[src/rtl/mc_ctrl_unit_pkg.sv]
`default_nettype none
// ============================================================================
// Module   : mc_ctrl_unit_pkg
// Purpose  : Shared definitions for the multi-cycle control unit and the ALU.
//            The package holds the following:
//              - ALU operation codes
//              - opcode and funct constants
//              - alu_src_b and pc_src encodings
//              - FSM state codes
//              - ALU decode classes
// Ports    : none (package)
// Revision : 1.0 - initial release
// ============================================================================
package mc_ctrl_unit_pkg;

  // ALU operation codes
  localparam logic [2:0] c_alu_and = 3'b000;
  localparam logic [2:0] c_alu_or  = 3'b001;
  localparam logic [2:0] c_alu_xor = 3'b010;
  localparam logic [2:0] c_alu_nor = 3'b011;
  localparam logic [2:0] c_alu_add = 3'b100;
  localparam logic [2:0] c_alu_sub = 3'b101;
  localparam logic [2:0] c_alu_slt = 3'b110;
  localparam logic [2:0] c_alu_shl = 3'b111;

  // Primary opcodes, instruction bits [31:26]
  localparam logic [5:0] c_op_rtype = 6'b000000;
  localparam logic [5:0] c_op_j     = 6'b000010;
  localparam logic [5:0] c_op_beq   = 6'b000100;
  localparam logic [5:0] c_op_bne   = 6'b000101;
  localparam logic [5:0] c_op_addi  = 6'b001000;
  localparam logic [5:0] c_op_andi  = 6'b001100;
  localparam logic [5:0] c_op_ori   = 6'b001101;
  localparam logic [5:0] c_op_xori  = 6'b001110;
  localparam logic [5:0] c_op_lw    = 6'b100011;
  localparam logic [5:0] c_op_sw    = 6'b101011;

  // R-type funct codes, instruction bits [5:0]
  localparam logic [5:0] c_fn_shl = 6'b000100;
  localparam logic [5:0] c_fn_add = 6'b100000;
  localparam logic [5:0] c_fn_sub = 6'b100010;
  localparam logic [5:0] c_fn_and = 6'b100100;
  localparam logic [5:0] c_fn_or  = 6'b100101;
  localparam logic [5:0] c_fn_xor = 6'b100110;
  localparam logic [5:0] c_fn_nor = 6'b100111;
  localparam logic [5:0] c_fn_slt = 6'b101011;

  // ALU B-operand select
  localparam logic [1:0] c_srcb_reg    = 2'b00;
  localparam logic [1:0] c_srcb_four   = 2'b01;
  localparam logic [1:0] c_srcb_imm    = 2'b10;
  localparam logic [1:0] c_srcb_imm_sh = 2'b11;

  // PC source select
  localparam logic [1:0] c_pcsrc_alu    = 2'b00;
  localparam logic [1:0] c_pcsrc_aluout = 2'b01;
  localparam logic [1:0] c_pcsrc_jump   = 2'b10;

  typedef enum logic [3:0] {
    ST_IDLE     = 4'd0,
    ST_FETCH    = 4'd1,
    ST_DECODE   = 4'd2,
    ST_EXEC_R   = 4'd3,
    ST_WB_R     = 4'd4,
    ST_EXEC_I   = 4'd5,
    ST_WB_I     = 4'd6,
    ST_MEM_ADDR = 4'd7,
    ST_MEM_RD   = 4'd8,
    ST_WB_MEM   = 4'd9,
    ST_MEM_WR   = 4'd10,
    ST_BRANCH   = 4'd11,
    ST_JUMP     = 4'd12,
    ST_TRAP     = 4'd13
  } state_t;

  // What kind of ALU operation the current state asks for
  typedef enum logic [2:0] {
    ALU_CLS_NONE  = 3'd0,
    ALU_CLS_ADD   = 3'd1,
    ALU_CLS_SUB   = 3'd2,
    ALU_CLS_RTYPE = 3'd3,
    ALU_CLS_ITYPE = 3'd4
  } alu_cls_t;

endpackage
`default_nettype wire

[src/rtl/mc_alu_dec.sv]
`default_nettype none
// ============================================================================
// Module   : mc_alu_dec
// Purpose  : Combinational map from (state class, op, funct) to alu_op.
//            Flags codes that have no ALU meaning as illegal.
// Ports    : cls     in  ALU class requested by the current FSM state
//            op      in  6-bit opcode (latched copy)
//            funct   in  6-bit funct  (latched copy)
//            alu_op  out 3-bit ALU operation code (000 when no op is needed)
//            illegal out 1 when op/funct cannot be mapped for this class
// Revision : 1.0 - initial release
// ============================================================================
module mc_alu_dec
  import mc_ctrl_unit_pkg::*;
(
  input  alu_cls_t   cls,
  input  logic [5:0] op,
  input  logic [5:0] funct,
  output logic [2:0] alu_op,
  output logic       illegal
);

  always_comb begin
    alu_op  = c_alu_and;
    illegal = 1'b0;
    case (cls)
      ALU_CLS_ADD: alu_op = c_alu_add;
      ALU_CLS_SUB: alu_op = c_alu_sub;
      ALU_CLS_RTYPE: begin
        case (funct)
          c_fn_add: alu_op = c_alu_add;
          c_fn_sub: alu_op = c_alu_sub;
          c_fn_and: alu_op = c_alu_and;
          c_fn_or:  alu_op = c_alu_or;
          c_fn_xor: alu_op = c_alu_xor;
          c_fn_nor: alu_op = c_alu_nor;
          c_fn_slt: alu_op = c_alu_slt;
          c_fn_shl: alu_op = c_alu_shl;
          default:  illegal = 1'b1;
        endcase
      end
      ALU_CLS_ITYPE: begin
        case (op)
          c_op_addi: alu_op = c_alu_add;
          c_op_andi: alu_op = c_alu_and;
          c_op_ori:  alu_op = c_alu_or;
          c_op_xori: alu_op = c_alu_xor;
          default:   illegal = 1'b1;
        endcase
      end
      default: begin
        alu_op  = c_alu_and;
        illegal = 1'b0;
      end
    endcase
  end

endmodule
`default_nettype wire

[src/rtl/mc_ctrl_unit.sv]
`default_nettype none
// ============================================================================
// Module   : mc_ctrl_unit
// Purpose  : Control FSM for the multi-cycle CPU. Sequences each instruction
//            through FETCH, DECODE, execute, memory and writeback, one state
//            per clock. Outputs are a Moore decode of the state and of the
//            latched op/funct. The one exception is pc_en in BRANCH, which
//            also follows zf.
// Config   : OVF_TRAP_EN - when defined, an ALU overflow (of=1) on add/sub or
//            addi sends the FSM to TRAP instead of writeback.
// Params   : RESET_PC_HOLD - number of IDLE cycles after reset release before
//            the first FETCH (1..3)
// Ports    : clk, rst                   clock / synchronous active-high reset
//            op, funct                  instruction fields from the IR
//            zf, of                     ALU zero / overflow flags
//            alu_op                     ALU operation code
//            alu_src_a, alu_src_b       ALU operand selects
//            pc_en, pc_src              PC load enable / source select
//            ir_we, mem_we, iord        IR write, memory write, address select
//            reg_we, reg_dst            register-file write, destination select
//            mem_to_reg                 register-file write-data select
//            exc                        exception flag (sticky TRAP)
//            state                      current state code, for debug
// Revision : 1.0 - initial release
// ============================================================================
module mc_ctrl_unit
  import mc_ctrl_unit_pkg::*;
#(
  parameter int RESET_PC_HOLD = 1
) (
  input  logic       clk,
  input  logic       rst,
  input  logic [5:0] op,
  input  logic [5:0] funct,
  input  logic       zf,
  input  logic       of,
  output logic [2:0] alu_op,
  output logic       alu_src_a,
  output logic [1:0] alu_src_b,
  output logic       pc_en,
  output logic [1:0] pc_src,
  output logic       ir_we,
  output logic       mem_we,
  output logic       iord,
  output logic       reg_we,
  output logic       reg_dst,
  output logic       mem_to_reg,
  output logic       exc,
  output logic [3:0] state
);

  localparam logic [1:0] c_hold_last = 2'(RESET_PC_HOLD - 1);

  state_t     r_state;
  state_t     w_next_state;
  logic [1:0] r_hold_cnt;
  logic [5:0] r_op;
  logic [5:0] r_funct;
  alu_cls_t   w_cls;
  logic [2:0] w_dec_op;
  logic       w_dec_illegal;
  logic       w_ovf_trap;

  // The live op/funct are captured on the DECODE edge. Every later state
  // works only from these copies, so IR changes cannot disturb the
  // instruction that is in flight.
  always_ff @(posedge clk) begin
    if (rst) begin
      r_state    <= ST_IDLE;
      r_hold_cnt <= 2'd0;
      r_op       <= 6'd0;
      r_funct    <= 6'd0;
    end else begin
      r_state <= w_next_state;
      if ((r_state == ST_IDLE) && (w_next_state == ST_IDLE)) begin
        r_hold_cnt <= r_hold_cnt + 2'd1;
      end else begin
        r_hold_cnt <= 2'd0;
      end
      if (r_state == ST_DECODE) begin
        r_op    <= op;
        r_funct <= funct;
      end
    end
  end

  always_comb begin
    w_cls = ALU_CLS_NONE;
    case (r_state)
      ST_FETCH, ST_DECODE, ST_MEM_ADDR: w_cls = ALU_CLS_ADD;
      ST_BRANCH:                        w_cls = ALU_CLS_SUB;
      ST_EXEC_R:                        w_cls = ALU_CLS_RTYPE;
      ST_EXEC_I:                        w_cls = ALU_CLS_ITYPE;
      default:                          w_cls = ALU_CLS_NONE;
    endcase
  end

  mc_alu_dec u_alu_dec (
    .cls     (w_cls),
    .op      (r_op),
    .funct   (r_funct),
    .alu_op  (w_dec_op),
    .illegal (w_dec_illegal)
  );

`ifdef OVF_TRAP_EN
  assign w_ovf_trap = of &
      (((r_state == ST_EXEC_R) && ((r_funct == c_fn_add) || (r_funct == c_fn_sub))) ||
       ((r_state == ST_EXEC_I) && (r_op == c_op_addi)));
`else
  logic w_unused_of;
  assign w_unused_of = of;
  assign w_ovf_trap  = 1'b0;
`endif

  always_comb begin
    w_next_state = ST_IDLE;
    alu_op       = w_dec_op;
    alu_src_a    = 1'b0;
    alu_src_b    = c_srcb_reg;
    pc_en        = 1'b0;
    pc_src       = c_pcsrc_alu;
    ir_we        = 1'b0;
    mem_we       = 1'b0;
    iord         = 1'b0;
    reg_we       = 1'b0;
    reg_dst      = 1'b0;
    mem_to_reg   = 1'b0;
    exc          = 1'b0;
    case (r_state)
      ST_IDLE: begin
        w_next_state = (r_hold_cnt == c_hold_last) ? ST_FETCH : ST_IDLE;
      end
      ST_FETCH: begin
        ir_we        = 1'b1;
        alu_src_b    = c_srcb_four;
        pc_src       = c_pcsrc_alu;
        pc_en        = 1'b1;
        w_next_state = ST_DECODE;
      end
      ST_DECODE: begin
        // Precompute the branch target into ALUOut while dispatching
        alu_src_b = c_srcb_imm_sh;
        case (op)
          c_op_rtype:                               w_next_state = ST_EXEC_R;
          c_op_lw, c_op_sw:                         w_next_state = ST_MEM_ADDR;
          c_op_beq, c_op_bne:                       w_next_state = ST_BRANCH;
          c_op_j:                                   w_next_state = ST_JUMP;
          c_op_addi, c_op_andi, c_op_ori, c_op_xori: w_next_state = ST_EXEC_I;
          default:                                  w_next_state = ST_TRAP;
        endcase
      end
      ST_EXEC_R: begin
        alu_src_a    = 1'b1;
        alu_src_b    = c_srcb_reg;
        w_next_state = (w_dec_illegal || w_ovf_trap) ? ST_TRAP : ST_WB_R;
      end
      ST_WB_R: begin
        reg_we       = 1'b1;
        reg_dst      = 1'b1;
        w_next_state = ST_FETCH;
      end
      ST_EXEC_I: begin
        alu_src_a    = 1'b1;
        alu_src_b    = c_srcb_imm;
        w_next_state = (w_dec_illegal || w_ovf_trap) ? ST_TRAP : ST_WB_I;
      end
      ST_WB_I: begin
        reg_we       = 1'b1;
        w_next_state = ST_FETCH;
      end
      ST_MEM_ADDR: begin
        alu_src_a    = 1'b1;
        alu_src_b    = c_srcb_imm;
        w_next_state = (r_op == c_op_lw) ? ST_MEM_RD : ST_MEM_WR;
      end
      ST_MEM_RD: begin
        iord         = 1'b1;
        w_next_state = ST_WB_MEM;
      end
      ST_WB_MEM: begin
        reg_we       = 1'b1;
        mem_to_reg   = 1'b1;
        w_next_state = ST_FETCH;
      end
      ST_MEM_WR: begin
        iord         = 1'b1;
        mem_we       = 1'b1;
        w_next_state = ST_FETCH;
      end
      ST_BRANCH: begin
        alu_src_a    = 1'b1;
        alu_src_b    = c_srcb_reg;
        pc_src       = c_pcsrc_aluout;
        pc_en        = (r_op == c_op_beq) ? zf : ~zf;
        w_next_state = ST_FETCH;
      end
      ST_JUMP: begin
        pc_src       = c_pcsrc_jump;
        pc_en        = 1'b1;
        w_next_state = ST_FETCH;
      end
      ST_TRAP: begin
        exc          = 1'b1;
        w_next_state = ST_TRAP;
      end
      default: begin
        w_next_state = ST_IDLE;
      end
    endcase
  end

  assign state = r_state;

endmodule
`default_nettype wire

[config.mk]
export PLATFORM = sky130hd
export DESIGN_NAME = mc_ctrl_unit
export DESIGN_NICKNAME = d
export VERILOG_FILES = /design/src/rtl/mc_ctrl_unit_pkg.sv /design/src/rtl/mc_alu_dec.sv /design/src/rtl/mc_ctrl_unit.sv
export SDC_FILE = /design/constraint.sdc
export NUM_CORES = 1
export LEC_CHECK = 0
export ABC_AREA = 1
export ABC_CLOCK_PERIOD_IN_PS = 2950
export BUFFER_PORTS_ARGS = -buffer_cell sky130_fd_sc_hd__buf_2
export CAP_MARGIN = 0
export CORE_UTILIZATION = 55
export CTS_BUF_LIST = sky130_fd_sc_hd__clkbuf_8
export CTS_CLUSTER_SIZE = 8
export DETAILED_ROUTE_END_ITERATION = 7
export GPL_TIMING_DRIVEN = 0
export PLACE_DENSITY = 0.88
export SYNTH_ARGS = -nofsm -noshare
export SYNTH_HDL_FRONTEND = slang
export SYNTH_HIERARCHICAL = 1
export SYNTH_SLANG_ARGS = --single-unit
[constraint.sdc]
create_clock -name clk -period 2.95 [get_ports clk]
set_input_delay 0.4425 -clock clk [delete_from_list [all_inputs] [get_ports clk]]
set_output_delay 0.4425 -clock clk [all_outputs]
set_load 0.1 [all_outputs]
# --- Word-level counts from Yosys, hierarchy flattened ---
# Index checks and enable logic that the tools add are counted.
classes:
  add_sub_neg: 1
  eq_ne: 40
  mux: 25
  bitwise: 2
  n_reduce_logical: 18
ops:
  columns: ["cell", "n"]
  rows:
  - ["6-bit equality test (second input constant)", 10]
  - ["6-bit by 4-bit equality test with 1-bit output (second input constant)", 8]
  - ["4-bit case mux with 9 select lines", 1]
  - ["4-bit equality test (second input constant)", 6]
  - ["6-bit by 3-bit equality test with 1-bit output (second input constant)", 4]
  - ["3-bit case mux with 4 select lines", 2]
  - ["3-bit case mux with 7 select lines", 1]
  - ["4-bit case mux with 5 select lines", 1]
  - ["4-bit by 3-bit equality test with 1-bit output (second input constant)", 4]
  - ["1-bit 2-to-1 mux", 12]
  - ["2-bit OR reduction", 6]
  - ["4-bit OR reduction", 3]
  - ["3-bit case mux with 3 select lines", 1]
  - ["4-bit by 2-bit equality test with 1-bit output (second input constant)", 2]
  - ["4-bit zero test", 2]
  - ["4-bit 2-to-1 mux", 2]
  - ["8-bit OR reduction", 1]
  - ["3-bit by 2-bit equality test with 1-bit output (second input constant)", 2]
  - ["6-bit by 2-bit equality test with 1-bit output (second input constant)", 1]
  - ["6-bit zero test", 1]
  - ["2-bit case mux with 3 select lines", 1]
  - ["3-bit OR reduction", 2]
  - ["6-bit OR reduction", 1]
  - ["4-bit by 1-bit equality test with 1-bit output (second input constant)", 1]
  - ["9 further kinds", 11]
totals:
  reg_bits: 18
  output_inout_bits: 20

# --- Longest topological paths before layout ---
depth:
  depth_word: 11
  depth_mapped: 18
  mapped_depth_nobuf: 18

# --- By module ---
# Netlist, hierarchy kept.
by_module_without_submodules:
  columns: ["module", "instances", "cells_each", "area_per_inst_um2", "seq_area_each_um2"]
  rows:
  - ["mc_ctrl_unit", 1, 156, 1082.3, 360.3]
  - ["mc_alu_dec", 1, 63, 284.0, 0.0]

# --- Least setup slack after synthesis ---
# No wires, ideal clock.
synth_timing:
  kind: "register to output"
  startpoint: "register r_state[0], in the netlist state[0]"
  endpoint: "output port alu_op[2]"
  arrival_time_ns: 3.747
  path_slack_ns: -1.240
  path_stages_with_launch: 13
  path_buffers: 0
  cell_sequence: "dfxtp_1 -> nand2_4 -> nor2_4 -> inv_1 -> nand2_1 -> nor2_1 -> nand2_1 -> inv_2 -> nand2_2 -> nand3_1 -> nand2_1 -> inv_1 -> nand2_1"
synth_between:
  elab_chain_len: 5
  elab_cells_between_ends: 13
  cone_classes: "eq/ne (10); mux (2); reduce/logical (1)"
synth_lines:
  columns: ["element", "line", "text"]
  rows:
  - ["from (decl)", "mc_ctrl_unit.sv:54", "state_t r_state;"]
  - ["from (signal assigned)", "mc_ctrl_unit.sv:74", "r_state <= w_next_state;"]
  - ["4-bit by 2-bit equality test with 1-bit output (tied with other cells)", "mc_ctrl_unit.sv:89", "case (r_state)"]
  - ["3-bit OR reduction", "mc_ctrl_unit.sv:89", null]
  - ["3-bit case mux with 4 select lines *", "mc_ctrl_unit.sv:89", null]
  - ["named net w_cls[0]", "mc_ctrl_unit.sv:59", "alu_cls_t w_cls;"]
  - ["3-bit equality test (tied with other cells)", "mc_alu_dec.sv:26", "case (cls)"]
  - ["3-bit case mux with 4 select lines *", "mc_alu_dec.sv:26", null]
  - ["to (decl)", "mc_ctrl_unit.sv:37", "output logic [2:0] alu_op,"]
# The timed path passes the listed nets; every way through them passes the cells marked *.

# --- Worst setup path after layout ---
layout_timing:
  startpoint: "register r_state[3], in the netlist state[3]"
  endpoint: "output port alu_op[0]"
# Same word-level chain as after synthesis.

==> summary.md <==
| Metric | Value |
|---|---|
| Resized cells post-CTS | `0` |
| Vias per Instance | `5.33` |
| CTS tree | `yes` |
| Clk sink count | `18` |
| Setup repair after global routing missed its margin | `false` |
| Achievable Freq | `370 MHz` |
| Maximum resistive drop on vdd | `0.00101 V` |
| Half-perimeter wire length after placement | `~2600 um` |
| Seq cells post-synth | `18` |
| Summed instance area of the synthesized netlist | `~0.0014 mm2` |
| Number of setup buffers added after CTS | `0` |
| Post-layout net count | `between 200 and 300` |
| CP Max Fanout | `9` |
| Start of the worst register-to-register path | `state[3]$_SDFF_PP0_` |
| Vias in the first global route | `1299` |
| Setup slack of the critical path after layout | `0.246 ns` |
| Crit path from | `state[3]$_SDFF_PP0_` |
| Die height | `51.8 um` |
| Largest net degree at the start of global routing | `11` |
| Number of buffers created by CTS | `3` |
| Normalized max-slew margin | `67.6%` |
| Clock slew at the register clock pins of the worst setup and hold paths | `0.07 ns` |
| End of the critical path | `alu_op[0]` |
| GRT Total Usage | `28.0%` |
| H-Tree Depth | `1` |
| Detail-routed net length per standard cell | `11.9 um` |
| Cts-stage hold buffer count | `0` |
| Slew Viols, Final | `0` |
| Worst Reg2Reg Path Length in Cells | `16` |
| Final wirelength | `3380 um` |
| Core Box Area | `around 0.0023 mm2` |
| Root buf cell | `sky130_fd_sc_hd__clkbuf_8` |
| Sequential share of the synthesized area | `26.4%` |
| Portion of total power attributed to the clock network | `a little under an eighth` |
| Total net switching power | `1.13 mW` |
| Share of total power consumed by net switching | `62.3%` |
| Worst slack at placement | `0.572 ns` |
| Share of final-layout standard cells stronger than drive strength 1 | `35.2%` |
| Final Hold Violating Endpoints | `0` |
| Classification of the worst setup path | `reg2out` |
| Seq. cell area | `between 300 and 400 um2` |
| Standard-cell row count | `17` |
| Maximum clock path buffer count | `2` |
| Total setup violations reported at the end of the flow | `0` |
| First-iteration detailed-routing DRC count | `84` |
| Gpl congestion | `0.956` |
| Internal power | `between 0.6 and 0.7 mW` |
| Crit start category | `flop` |
| Full die area | `0.00269 mm2` |
| Number of maximum-capacitance constraint violations | `0` |
| Clock period minus worst slack | `~2.7 ns` |
| Endpoint kind of the worst setup timing path | `output pin` |
| Slew at the pin closest to its max-slew limit | `between 0.4 and 0.5 ns` |
| Number of placed instances with taps included | `280` |
| Register-to-register path setup slack | `0.81 ns` |
| Total area of multi-input combinational cells | `902 um2` |
| Sequential power share | `20.9%` |
| Crit Reg-Reg Endpoint | `state[3]$_SDFF_PP0_` |
| Wire length of the first global-routing pass | `5550 um` |
| Antenna violations before repair | `0` |
| Quantity of I/O buffers inserted on ports | `33` |
| Avg Synthesized Cell Area | `6.24 um2` |
| Area growth syn-to-layout | `22.9%` |
| Total iterations of the first detailed-routing run | `4` |
| Insertion delay to the later sink of the worst-skew pair | `between 0.2 and 0.3 ns` |
| Classification of the worst-slack hold path | `reg2reg` |
| Filler-free cell count of the finished design | `284` |
| Post-Place Cell Area | `0.00162 mm2` |
| Drc violations | `0` |
| Gr ovfl total | `0` |
| Cells after Synth | `219` |
| Relative contribution of combinational cells to total power | `67.8%` |
| Initial Util | `between 60 and 70%` |
| Arrival time reported for the critical path endpoint | `2.26 ns` |
| Ys Warns | `6` |
| Critical path data required time | `2.51 ns` |
| Design area | `roughly 0.0017 mm2` |
| Post-route fraction of the period consumed by the critical path | `91.6%` |
| Routed via count | `1514` |
| Leak | `0.789 nW` |
| Clock skew after layout | `0.00710 ns` |
| Chip width | `51.8 um` |
| Mapped Nets | `236` |
| Power density relative to cell area | `1080 mW/mm2` |
| Outcome | `completed` |
| Diodes inserted | `0` |
| Total of fill cells in the finished design | `185` |
| Antenna Nets Post-Route | `0` |
| Top Ports | `36` |
| Distinct cells, synth | `29` |
-- logic make-up (layout without fill, tap and decap cells) --
kind of cell	after synthesis	in the layout	share of synthesized area, %
AOI/OAI and AO/OA	27	27	14.3
adders and majority gates	1	1	0.916
DFF	18	18	26.4
buffers and inverters	36	73	11.3
and+or+nand+nor	137	137	47.2
-- through the flow --
step | TNS, ns | util (%) | hold WS (ns) | power [mW]
finish | 0 | 73.8 | 0.409 | 1.82
detailed placement | 0 | 71.4 | 0.404 | 1.60
CTS | 0 | 73.8 | 0.414 | 1.81
global placement | 0 | 71.4 | 0.400 | 1.59
global route | 0 | 73.8 | 0.437 | 1.91
floorplan | -0.00895 | - | 0.390 | 1.43
-- routing by layer --
| metal | up-vias | track usage (%) | share of wire [%] |
|---|---|---|---|
| li1 | 771 | - | - |
| met3 | 8 | 2.63 | 5.9 |
| met4 | 0 | 12.2 | 1.9 |
| met1 | 675 | 37.0 | 45 |
| met5 | - | 0 | 0 |
| met2 | 60 | 45.9 | 47 |
-- area by class of cell --
cell class | instances | area share, %
flip-flops and latches | 18 | 21.9
inverters | 32 | 7.30
repair buffers | 33 | 9.84
multi-input cells | 165 | 53.7
plain buffers | 4 | 1.86
well taps | 28 | 2.09
clock buffers | 4 | 3.28
-- worst min path at each step --
stage	from	end	slack, ns	depth (start not counted)
floorplan	r_hold_cnt[0]$_SDFF_PP0_	r_hold_cnt[0]$_SDFF_PP0_	0.39	1
global placement	r_hold_cnt[0]$_SDFF_PP0_	r_hold_cnt[0]$_SDFF_PP0_	0.40	1
detailed placement	r_hold_cnt[0]$_SDFF_PP0_	r_hold_cnt[0]$_SDFF_PP0_	0.40	1
CTS	r_hold_cnt[0]$_SDFF_PP0_	r_hold_cnt[0]$_SDFF_PP0_	0.41	1
global route	funct[3]	r_funct[3]$_SDFFE_PP0P_	0.44	3
finish	r_hold_cnt[0]$_SDFF_PP0_	r_hold_cnt[0]$_SDFF_PP0_	0.41	1
-- cells in the final DEF (no fill, tap or decap), types with 2 or more instances in the layout --
cell and n:
sky130_fd_sc_hd__a21oi_1 11, sky130_fd_sc_hd__nand2_1 49, sky130_fd_sc_hd__buf_6 2, sky130_fd_sc_hd__clkbuf_8 4
sky130_fd_sc_hd__o21a_1 2, sky130_fd_sc_hd__a211oi_2 5, sky130_fd_sc_hd__nand4_1 4, sky130_fd_sc_hd__inv_1 22
sky130_fd_sc_hd__nand2_2 9, sky130_fd_sc_hd__nor3_1 2, sky130_fd_sc_hd__nor2_4 5, sky130_fd_sc_hd__dfxtp_2 3
sky130_fd_sc_hd__inv_2 9, sky130_fd_sc_hd__nor2_1 38, sky130_fd_sc_hd__o21ai_1 2, sky130_fd_sc_hd__buf_2 33
sky130_fd_sc_hd__a21oi_2 2, sky130_fd_sc_hd__o21ai_0 2, sky130_fd_sc_hd__nand2_4 3, sky130_fd_sc_hd__dfxtp_1 14
sky130_fd_sc_hd__nor2_2 5, sky130_fd_sc_hd__nand3_1 16
-- state kept, by name, summed over array words and instances, names as in the netlist --
register and flops:
r_funct 6, r_op 6, state 4, r_hold_cnt 2
-- cell usage after synthesis --
library cell,n,share of area [%]
sky130_fd_sc_hd__a211oi_2,5,4.6
sky130_fd_sc_hd__a21oi_2,2,1.3
sky130_fd_sc_hd__o211ai_2,1,0.92
sky130_fd_sc_hd__nand2_1,53,15
sky130_fd_sc_hd__nand3_1,16,5.9
sky130_fd_sc_hd__inv_1,23,6.3
sky130_fd_sc_hd__inv_2,8,2.2
sky130_fd_sc_hd__nand3b_1,1,0.55
sky130_fd_sc_hd__nand3_2,1,0.73
sky130_fd_sc_hd__nor3b_2,1,0.92
sky130_fd_sc_hd__nand4_2,1,0.92
sky130_fd_sc_hd__nand2_2,7,3.2
sky130_fd_sc_hd__nor3_1,2,0.73
sky130_fd_sc_hd__inv_4,1,0.46
sky130_fd_sc_hd__nand4_1,4,1.8
sky130_fd_sc_hd__clkbuf_2,1,0.37
sky130_fd_sc_hd__nor2_4,3,2.5
sky130_fd_sc_hd__o21a_1,2,1.1
sky130_fd_sc_hd__buf_6,2,1.6
sky130_fd_sc_hd__nor2_2,5,2.3
sky130_fd_sc_hd__clkbuf_1,1,0.27
sky130_fd_sc_hd__dfxtp_1,18,26
sky130_fd_sc_hd__o21ai_0,4,1.5
sky130_fd_sc_hd__o22ai_1,2,0.92
sky130_fd_sc_hd__or2_2,1,0.46
sky130_fd_sc_hd__ha_1,1,0.92
sky130_fd_sc_hd__a21oi_1,11,4.0
sky130_fd_sc_hd__nand2_4,2,1.6
sky130_fd_sc_hd__nor2_1,40,11
-- critical path, cell delays in order (launching register included) --
cell	delay, ns
sky130_fd_sc_hd__dfxtp_2	0.36
sky130_fd_sc_hd__nor2_2	0.19
sky130_fd_sc_hd__inv_2	0.10
sky130_fd_sc_hd__nor2_4	0.17
sky130_fd_sc_hd__inv_2	0.14
sky130_fd_sc_hd__nand2_8	0.09
sky130_fd_sc_hd__nor2_1	0.04
sky130_fd_sc_hd__nand2_1	0.13
sky130_fd_sc_hd__nand3_1	0.12
sky130_fd_sc_hd__inv_1	0.11
sky130_fd_sc_hd__nand2_1	0.10
sky130_fd_sc_hd__nand2_4	0.06
sky130_fd_sc_hd__buf_2	0.41
-- power by group through the flow --
stage / Clock [mW] / Combinational, mW / Sequential [mW]
final: 0.205 / 1.23 / 0.379
after floorplan: 0 / 0.938 / 0.493
after detailed placement: 0 / 1.22 / 0.382
after global placement: 0 / 1.21 / 0.380
after global routing: 0.220 / 1.31 / 0.388
after CTS: 0.207 / 1.23 / 0.377
Power figures use the tool's default switching activity.
